[src/rtl/mem_port_arbiter.sv]
// mem_port_arbiter: shares one single-ported memory between instruction fetch and load/store.
// Define MEMARB_FAIR_EN to let a starved fetch overtake load/store after STARVE_MAX grants.
module mem_port_arbiter #(
  parameter int unsigned ADDR_W     = 32,
  parameter int unsigned DATA_W     = 32,
  parameter int unsigned MEM_LAT    = 2,
  parameter int unsigned STARVE_MAX = 4
) (
  input  logic              clk,
  input  logic              reset,
  input  logic              if_req,
  input  logic [ADDR_W-1:0] if_addr,
  output logic              if_gnt,
  output logic              if_done,
  input  logic              ls_req,
  input  logic              ls_we,
  input  logic [ADDR_W-1:0] ls_addr,
  input  logic [DATA_W-1:0] ls_wdata,
  output logic              ls_gnt,
  output logic              ls_done,
  output logic [DATA_W-1:0] rdata,
  output logic [ADDR_W-1:0] mem_addr,
  output logic [DATA_W-1:0] mem_wdata,
  output logic              mem_w,
  input  logic [DATA_W-1:0] mem_rdata,
  output logic              busy
);

  typedef enum logic [1:0] {S_IDLE, S_ACCESS, S_DONE} state_t;

  localparam logic [2:0] LAT_INIT = 3'(MEM_LAT);

  if (MEM_LAT < 1 || MEM_LAT > 7 || STARVE_MAX < 1 || STARVE_MAX > 7) begin : g_bad_param
    $error("mem_port_arbiter: MEM_LAT and STARVE_MAX must lie in 1..7");
  end

  state_t     state;
  logic [2:0] lat_cnt;
  logic       owner_ls;
  logic       op_we;
  logic       fetch_first;
  logic       ls_win;
  logic       if_win;

  // Arbitration terms are only consumed while the FSM sits in IDLE.
  assign ls_win = ls_req && !fetch_first;
  assign if_win = if_req && !ls_win;

`ifdef MEMARB_FAIR_EN
  localparam logic [2:0] STARVE_LIM = 3'(STARVE_MAX);

  logic [2:0] starve_cnt;

  assign fetch_first = if_req && (starve_cnt >= STARVE_LIM);

  always_ff @(posedge clk) begin
    if (reset) begin
      starve_cnt <= '0;
    end else if (state == S_IDLE) begin
      if (!if_req || if_win) begin
        starve_cnt <= '0;
      end else if (ls_win && starve_cnt != 3'd7) begin
        starve_cnt <= starve_cnt + 3'd1;
      end
    end
  end
`else
  assign fetch_first = 1'b0;
`endif

  always_ff @(posedge clk) begin
    if (reset) begin
      state     <= S_IDLE;
      lat_cnt   <= '0;
      owner_ls  <= 1'b0;
      op_we     <= 1'b0;
      if_gnt    <= 1'b0;
      if_done   <= 1'b0;
      ls_gnt    <= 1'b0;
      ls_done   <= 1'b0;
      mem_w     <= 1'b0;
      busy      <= 1'b0;
      rdata     <= '0;
      mem_addr  <= '0;
      mem_wdata <= '0;
    end else begin
      if_gnt  <= 1'b0;
      ls_gnt  <= 1'b0;
      if_done <= 1'b0;
      ls_done <= 1'b0;
      mem_w   <= 1'b0;
      case (state)
        S_IDLE: begin
          if (ls_win) begin
            owner_ls  <= 1'b1;
            op_we     <= ls_we;
            mem_addr  <= ls_addr;
            mem_wdata <= ls_wdata;
            mem_w     <= ls_we;
            ls_gnt    <= 1'b1;
            lat_cnt   <= LAT_INIT;
            busy      <= 1'b1;
            state     <= S_ACCESS;
          end else if (if_win) begin
            owner_ls  <= 1'b0;
            op_we     <= 1'b0;
            mem_addr  <= if_addr;
            mem_wdata <= '0;
            if_gnt    <= 1'b1;
            lat_cnt   <= LAT_INIT;
            busy      <= 1'b1;
            state     <= S_ACCESS;
          end
        end
        S_ACCESS: begin
          lat_cnt <= lat_cnt - 3'd1;
          if (lat_cnt == 3'd1) begin
            if (!op_we) begin
              rdata <= mem_rdata;
            end
            if (owner_ls) begin
              ls_done <= 1'b1;
            end else begin
              if_done <= 1'b1;
            end
            state <= S_DONE;
          end
        end
        S_DONE: begin
          busy  <= 1'b0;
          state <= S_IDLE;
        end
        default: begin
          busy  <= 1'b0;
          state <= S_IDLE;
        end
      endcase
    end
  end

endmodule
[config.mk]
export PLATFORM = sky130hd
export DESIGN_NAME = mem_port_arbiter
export DESIGN_NICKNAME = d
export VERILOG_FILES = /design/src/rtl/mem_port_arbiter.sv
export SDC_FILE = /design/constraint.sdc
export NUM_CORES = 1
export LEC_CHECK = 0
export ABC_CLOCK_PERIOD_IN_PS = 2300
export BUFFER_PORTS_ARGS = -buffer_cell sky130_fd_sc_hd__buf_2
export CAP_MARGIN = 30
export CORE_AREA = 2 2 100 102
export CTS_CLUSTER_SIZE = 25
export DETAILED_ROUTE_END_ITERATION = 12
export DIE_AREA = 0 0 102 104
export PLACE_DENSITY = 0.84
export REMOVE_ABC_BUFFERS = 1
export SLEW_MARGIN = 20
export SYNTH_ARGS = -nofsm -noshare
export SYNTH_HDL_FRONTEND = slang
export SYNTH_SLANG_ARGS = --single-unit
[constraint.sdc]
create_clock -name clk -period 2.3 [get_ports clk]
set_input_delay 0.46 -clock clk [delete_from_list [all_inputs] [get_ports clk]]
set_output_delay 0.46 -clock clk [all_outputs]
set_load 0.005 [all_outputs]
=== Word level (Yosys, flattened, before mapping) ===
Index checks and enable logic that the tools add are counted.

* Flip-flop bits (word level): 109
* Output and inout port bits: 102

* Add/subtract/negate cells: 1
* Eq/ne operators: 4
* Muxes and demuxes: 21
* Bitwise logic cells: 5
* Reduce and logical (&&, ||, !) cells: 14

{| class="wikitable"
|+ Operators by type and width
! cell !! count
|-
| two-way mux 32 bit || 4
|-
| two-way mux 1 bit || 9
|-
| OR reduction 3 bit || 3
|-
| AND reduction 2 bit || 4
|-
| two-way mux 2 bit || 3
|-
| two-way mux 3 bit || 2
|-
| one-hot mux 3 bit (2 select lines) || 1
|-
| NOT 1 bit || 5
|-
| one-hot mux 2 bit (2 select lines) || 1
|-
| nonzero test 2 bit || 2
|-
| == test 3 x 1 -> 1 bit (second input constant) || 1
|-
| != test 3 bit (second input constant) || 1
|-
| AND reduction 3 bit || 1
|-
| subtractor 3 x 1 -> 3 bit (second input constant) || 1
|-
| == test 2 x 1 -> 1 bit (second input constant) || 1
|-
| logical NOT 2 bit || 1
|-
| != test 2 bit (second input constant) || 1
|-
| one-hot mux 1 bit (2 select lines) || 1
|-
| OR reduction 2 bit || 1
|-
| logical AND 1 bit || 1
|-
| logical NOT 1 bit || 1
|}

=== Logic depth before layout (Yosys ltp) ===
Gate-level depths: netlist of the first run.

* Depth in word-level cells: 5
* Mapped depth: 7
* Mapped depth without buffers: 5

=== Worst setup path before layout of the first run ===
OpenSTA, ideal clock, no wires.

* Path type: input port to flip-flop
* From: in ls_req
* To: reg busy
* Library setup time: 0.115 ns
* Arrival time: 1.495 ns
* Slack: 0.691 ns
* Cell stages on the path: 7
* Buffers on the path: 4
* Cell sequence: buf_6 > or2_1 > buf_6 > and2_4 > buf_6 > buf_6 > o21a_1

* Word-level cells in the longest chain between the ends: 4
* Elaborated cells between the ends (all ways): 6
* Those cells by class: eq/ne (1); mux (2); reduce/logical (3)

{| class="wikitable"
|+ RTL lines
! element !! RTL line !! RTL
|-
| start, declared || 15 || <nowiki>input logic ls_req,</nowiki>
|-
| logical NOT 1 bit || 47 || <nowiki>assign if_win = if_req && !ls_win;</nowiki>
|-
| logical AND 1 bit || 47 ||
|-
| != test 3 bit (no source line) || n/a ||
|-
| AND reduction 2 bit (no source line) || n/a ||
|-
| end signal, assigned || 82 || <nowiki>busy <= 1'b0;</nowiki>
|-
| end signal, assigned || 102 || <nowiki>busy <= 1'b1;</nowiki>
|-
| end signal, assigned || 111 || <nowiki>busy <= 1'b1;</nowiki>
|-
| end, declared || 26 || <nowiki>output logic busy</nowiki>
|}

Parallel ways exist; a longest one is shown, timed or not.
A chain may end at the register's enable or synchronous reset.

=== Worst setup path after layout of the first run ===
* From: reg state[0]
* To: reg rdata[23]

* Word-level cells in the longest chain between the ends: 2

{| class="wikitable"
|+ RTL lines
! element !! RTL line !! RTL
|-
| start, declared || 37 || <nowiki>state_t state;</nowiki>
|-
| start signal, assigned || 73 || <nowiki>state <= S_IDLE;</nowiki>
|-
| start signal, assigned || 103 || <nowiki>state <= S_ACCESS;</nowiki>
|-
| start signal, assigned || 112 || <nowiki>state <= S_ACCESS;</nowiki>
|-
| == test 2 x 1 -> 1 bit || 92 || <nowiki>case (state)</nowiki>
|-
| AND reduction 3 bit (no source line) || n/a ||
|-
| end signal, assigned || 119 || <nowiki>rdata <= mem_rdata;</nowiki>
|-
| end, declared || 21 || <nowiki>output logic [DATA_W-1:0] rdata,</nowiki>
|}

Every way passes these cells.

==> results.md, run 1 <==
- Worst Setup End Kind: flip-flop
- Diode count: 0
- Global placement routability congestion: roughly 0.74
- Worst path cell trace: nor2b_4 -> nor3b_4 -> buf_12 -> mux2i_1
- DR pass1 iterations: 4
- Netlist Area Pre-Place: 4540 um^2
- CTS HTree Levels: 3
- Post-CTS Setup Inserts: 0
- Routed WL: 10,900 um
- Yosys warnings: 0
- Yosys top cell by area: dfxtp_1
- Worst Tran Pin Value: just over 500 ps
- # fillers: about 830
- Die X: around 100 um
- Critical path's slowest cell: dfxtp_1
- Worst path max stage delay: around 520 ps
- Yosys cell types: 34
- Area Growth Syn to Fin: 30.6%
- Worst rel slew slack: 66.2%
- Clock Skew: 15.9 ps
- Max FO, Critical Path: 32
- Clk root buf: clkbuf_8
- Post-DP HPWL: a little over 8000 um
- IO Count: roughly 240
- Initial antenna violation count: 0
- CP Class: reg -> reg
- Final setup violation count: 0
- Cts repair resizes: 0
- WP buf/inv: 1
- Average cell area after synthesis: roughly 11 um^2
- Clock-pin slew on the worst setup and hold paths: about 110 ps
- Post-synthesis mux area share: between 10% and 20%
- CORE AREA: approximately 9500 um^2
- Crit path max-delay family: simple AND/OR/NAND/NOR gates
- Pwr Density: roughly 660 nW/um^2
- Register area share after synthesis: around 48%
- Post-synth EDFFs: 0
- First-iteration detailed-routing DRC count: 142
- Vias per inst: just over 5
- Residual DRC: 0
- Status: finished, final reports clean
- Synth Area in Compound Gates: around a fifth
- CTS Sinks: roughly 110
- Synth async-reset ratio: 0%
- Design Area, Final: about 5900 um^2
- Hold buffer count at cts: 0
- Number of synthesized register bits: 109
- Buffers on Ports: 234
- Die Height: roughly 100 um
- Synth Instances: 401
- Initial Util: a little under half
- Number of CTS-inserted buffers: 9
- CP arrival: just under 2000 ps
- Peak supply drop: between 0.0003 and 0.0004 V
- P_leak: about 2.8 nW
- CTS tree: yes
- Bufs on Longest Clock Path: 2
- Largest net degree at the start of global routing: 53
- Largest family of logic cells by synthesized area: compound AO/OA/AOI/OAI gates
- Worst Slack Setup Final: roughly 660 ps
- Post-Synth XOR/XNOR Area: 0%
- Fin. Hold Viols: 0
- Vias in the first global route: approximately 3,600
- Fmax: between 600 and 700 MHz
- Nets: 753
- Max-cap viol count: 0
- Part of the cycle the worst path needs: roughly 71%
- Crit path launch type: flip-flop
- Slew Viols, Final: 0
- Worst-skew pair later-pin latency: 370 ps
- Simple-gate share of the synthesized area: 12.2%
- WL per Instance: between 10 and 15 um
- First-pass GRT wire length: between 15,000 and 20,000 um
- Post-Synth Adder-Cell Area: 0.551%
- DP Area: 5740 um^2
- Largest cells by area after synthesis: dfxtp_1 (48%), mux2i_1 (14%), nand2b_1 (9.0%), a211oi_2 (8.0%), a22o_1 (6.2%)
- Synth Flop Type: dfxtp_1
- DIE AREA: 10,600 um^2
- Tot GR Track Use: 19.6%
- Worst EP required: between 2000 and 3000 ps
- Total number of vias: roughly 3,800
- Crit path time final: between 1500 and 2000 ps
- Synth cell count leaders: dfxtp_1 (109), nand2b_1 (65), mux2i_1 (64), a21oi_1 (34), a22o_1 (32)
- Post-DRT Antenna Nets: 0
- Unrepaired setup endpoints after global routing: false
- Hold Path Class: in -> reg
- Post-Place Worst Slack: between 600 and 700 ps
- Yosys top cell area share: approximately half
- Layout cells sized above 1: 47.0%
- Global route total overflow: 0
- Count leader, synth: dfxtp_1
- Cell Rows: 36
report_power, final:
| group | total (mW) | internal (mW) | switching, mW |
|---|---|---|---|
| Clock | 1.12 | 0.421 | 0.696 |
| Sequential | 2.09 | 2.02 | 0.0719 |
| Combinational | 0.704 | 0.357 | 0.347 |
worst reg2reg max path, delay by kind of cell, from the launching register on:
kind	cells	cell delay, ps
DFF	1	520
muxes	1	260
buffers and inverters	1	250
and+or+nand+nor	2	530
flip-flops by register name (all words and copies together) (netlist names):
signal,flops
if_done,1
mem_w,1
mem_addr,32
owner_ls,1
mem_wdata,32
lat_cnt,3
ls_done,1
state,2
ls_gnt,1
busy,1
rdata,32
op_we,1
if_gnt,1
metrics by stage:
| step | power (mW) | util (%) | instances | TNS (ps) | hold slack, ps |
|---|---|---|---|---|---|
| after CTS | 3.96 | 62.1 | 756 | 0 | 272 |
| after global placement | 2.81 | 60.1 | 740 | 0 | 419 |
| after detailed placement | 2.84 | 60.1 | 740 | 0 | 431 |
| after floorplan | 2.48 | - | 365 | -19270 | 406 |
| final | 3.91 | 62.1 | 756 | 0 | 289 |
| after global routing | 4.10 | 62.1 | 756 | 0 | 273 |
per-layer routing:
metal / up-vias / track usage [%] / wire length [um]
li1: 1861 / - / -
met1: 1769 / 21.1 / 4370
met2: 150 / 35.8 / 5520
met3: 19 / 5.58 / 813
met4: 0 / 6.95 / 212
met5: - / 0 / 0
worst paths after layout:
| kind | startpoint | end | depth (start not counted) | slack [ps] |
|---|---|---|---|---|
| hold reg to reg | owner_ls | if_done | 1 | 430 |
| setup reg to reg | state[0] | rdata[23] | 4 | 660 |
| hold / removal | ls_req | if_gnt | 2 | 290 |
| setup / recovery | state[0] | rdata[23] | 4 | 660 |
placed cells by master, fill, tap and decap left out, types with 6 or more instances in the layout:
master | Yosys | layout
buf_4 | 1 | 6
nand2b_1 | 65 | 65
clkbuf_8 | 0 | 9
dfxtp_1 | 109 | 109
a22o_1 | 32 | 32
a211oi_2 | 29 | 29
buf_2 | 11 | 234
a21oi_1 | 34 | 34
mux2i_1 | 64 | 64
logic make-up after synthesis:
group,after synthesis
AO/OA/AOI/OAI,105
buffers and inverters,38
AND/OR/NAND/NOR,83
multiplexers,64
adder cells (fa/ha/maj),2
flip-flops,109
layout make-up:
class | count | area [um^2] | area share [%]
clock buffers | 9 | 124 | 2.09
clock inverters | 7 | 67.6 | 1.14
inverters | 2 | 7.51 | 0.127
multi-input cells | 254 | 2120 | 35.8
flip-flops and latches | 109 | 2180 | 36.8
well taps | 133 | 166 | 2.81
repair buffers | 242 | 1260 | 21.2
(Power assumes the default switching activity.)
==> run 2, diff against run 1 <==
--- a/config.mk
+++ b/config.mk
@@ -5,14 +5,14 @@
 export SDC_FILE = /design/constraint.sdc
 export NUM_CORES = 1
 export LEC_CHECK = 0
-export ABC_CLOCK_PERIOD_IN_PS = 2300
+export ABC_CLOCK_PERIOD_IN_PS = 1380
 export BUFFER_PORTS_ARGS = -buffer_cell sky130_fd_sc_hd__buf_2
 export CAP_MARGIN = 30
-export CORE_AREA = 2 2 100 102
+export CORE_AREA = 2 2 109 111
 export CTS_CLUSTER_SIZE = 25
 export DETAILED_ROUTE_END_ITERATION = 12
-export DIE_AREA = 0 0 102 104
-export PLACE_DENSITY = 0.84
+export DIE_AREA = 0 0 111 113
+export PLACE_DENSITY = 0.75
 export REMOVE_ABC_BUFFERS = 1
 export SLEW_MARGIN = 20
 export SYNTH_ARGS = -nofsm -noshare
==> constraint.sdc (replaced) <==
create_clock -name clk -period 1.38 [get_ports clk]
set_input_delay 0.276 -clock clk [delete_from_list [all_inputs] [get_ports clk]]
set_output_delay 0.276 -clock clk [all_outputs]
set_load 0.005 [all_outputs]
==> run 2 against run 1 <==
Critical path depth is 3 higher. Count of clock-buffer cells in the layout stayed put. The run now ends with setup timing left. Sequential cell count stayed put. Maximum frequency is 17% higher.
==> results.md, run 2 (synthesized netlist as in run 1, its figures left out) <==
- CP arrival: around 1700 ps
- Global placement routability congestion: 0.881
- IO Count: 235
- Final setup violation count: 21
- Initial antenna violation count: 0
- Post-DRT Antenna Nets: 0
- Regs by FF count: mem_addr: 32 flops, mem_wdata: 32 flops, rdata: 32 flops
- Crit path launch type: flip-flop
- Unrepaired setup endpoints after global routing: true
- Routed WL: ~12,000 um
- Clock-pin slew on the worst setup and hold paths: approximately 80 ps
- Total number of vias: about 3,900
- Nets: ~780
- Status: finished with violations
- First-pass GRT wire length: between 15,000 and 20,000 um
- Residual DRC: 0
- CORE AREA: ~11,000 um^2
- Sw power: 1.93 mW
- Peak supply drop: ~0.0010 V
- Power share of the sequential group: a little under half
- Part of the cycle the worst path needs: 101%
- Failing checks: setup timing
- CP Class: reg -> reg
- Number of CTS-inserted buffers: 9
- Hold Path Class: in -> reg
- Commonest non-fill, non-tap cell in the layout: buf_2
- Buffers on Ports: around 230
- DR pass1 iterations: 4
- Largest net degree at the start of global routing: 50
- Slew Viols, Final: 0
- Layout cells sized above 1: 49.9%
- Global route total overflow: 0
- Initial Util: approximately 40%
- Worst Slack Setup Final: -16.6 ps
- CTS Sinks: between 100 and 150
- Gate power share: between 10% and 20%
- Fin. Hold Viols: 0
- Clock power share: between 30% and 40%
- Crit path time final: around 1400 ps
- Area Growth Syn to Fin: 40.8%
- # fillers: ~1,000
- Cell Rows: 39
- Diode count: 0
- Worst Setup End Kind: flip-flop
- Commonest cells after routing, fill and taps aside: buf_2 (233), dfxtp_1 (106), mux2i_1 (64), nand2b_1 (64), a21oi_1 (34)
- Max FO, Critical Path: 8
- Fmax: slightly above 700 MHz
- Final hold slack: 147 ps
- Die Height: 113 um
- Internal: 5.66 mW
- Clock Skew: 9.85 ps
- Worst rel slew slack: roughly 78%
- Worst-skew pair later-pin latency: approximately 340 ps
- Tot GR Track Use: between 10% and 20%
- Bufs on Longest Clock Path: 2
- First-iteration detailed-routing DRC count: around 170
- Net Sw Frac: roughly a quarter
- Worst EP required: 1650 ps
- Die X: between 100 and 150 um
- Vias in the first global route: between 3,000 and 4,000
- CTS tree: yes
- Clk root buf: clkbuf_16
- Post-DP HPWL: 8400 um
- Max-cap viol count: 0
- Pwr Density: roughly 1200 nW/um^2
- Setup TNS: -144 ps
- CTS HTree Levels: 3
- Worst Tran Pin Value: about 330 ps
- Vias per inst: slightly below 5
- WL per Instance: around 15 um
- DIE AREA: 12,500 um^2
- P_leak: about 3.0 nW
[run 2: critical path: stages (launching register included)]
cell and delay [ps]:
dfxtp_2 330, inv_2 70, ha_4 140, nand2b_4 70
nor3b_4 230, buf_6 150, clkbuf_16 160, mux2i_1 180
[run 2: area by class of cell]
cell class / count / area [um^2] / area share, %
flip-flops and latches: 109 / 2190 / 34.2
inverters: 2 / 7.51 / 0.117
clock inverters: 7 / 97.6 / 1.53
multi-input cells: 257 / 2170 / 34.0
repair buffers: 261 / 1520 / 23.8
clock buffers: 9 / 225 / 3.52
well taps: 143 / 179 / 2.80
[run 2: through the flow]
step                      cells  area, um^2  setup slack [ps]  power (mW)  util, %
after global placement      761        5860             -28.6        4.75     52.0
after floorplan             365        4310             -1520        4.14        -
after CTS                   783        6280             -56.3        7.61     55.7
final                       788        6390             -16.6        7.59     56.7
after global routing        788        6390              -108        7.93     56.7
after detailed placement    761        5860              -135        4.80     52.0
[run 2: power by group through the flow]
stage	sequential, mW	combinational, mW	clock [mW]
after floorplan	3.56	0.575	0
after global placement	3.54	1.20	0
after detailed placement	3.55	1.25	0
after CTS	3.48	1.29	2.84
after global routing	3.51	1.45	2.97
final	3.48	1.33	2.78
[run 2: per-layer routing]
metal  GRT usage [%]  part of all wire (%)  up-vias
met5               0                     0        -
met4            5.58                   1.1        0
met3            5.30                   6.2       12
met2            32.1                    50      141
met1            21.3                    43     1826
li1                -                     -     1914
[run 2: final timing paths]
path	start	depth (start not counted)	to	slack [ps]
setup / recovery	lat_cnt[1]	7	rdata[18]	-20
hold / removal	ls_wdata[7]	2	mem_wdata[7]	150
setup reg to reg	lat_cnt[1]	7	rdata[18]	-20
hold reg to reg	owner_ls	1	if_done	440
[run 2: timing repair]
item,4_1_cts,5_1_grt
pin swaps,1,2
gates cloned,3,4
setup endpoints to repair,68,42
gates resized for setup,8,8
hold buffers,0,0
setup buffers,3,1
endpoints found under the hold margin,0,0
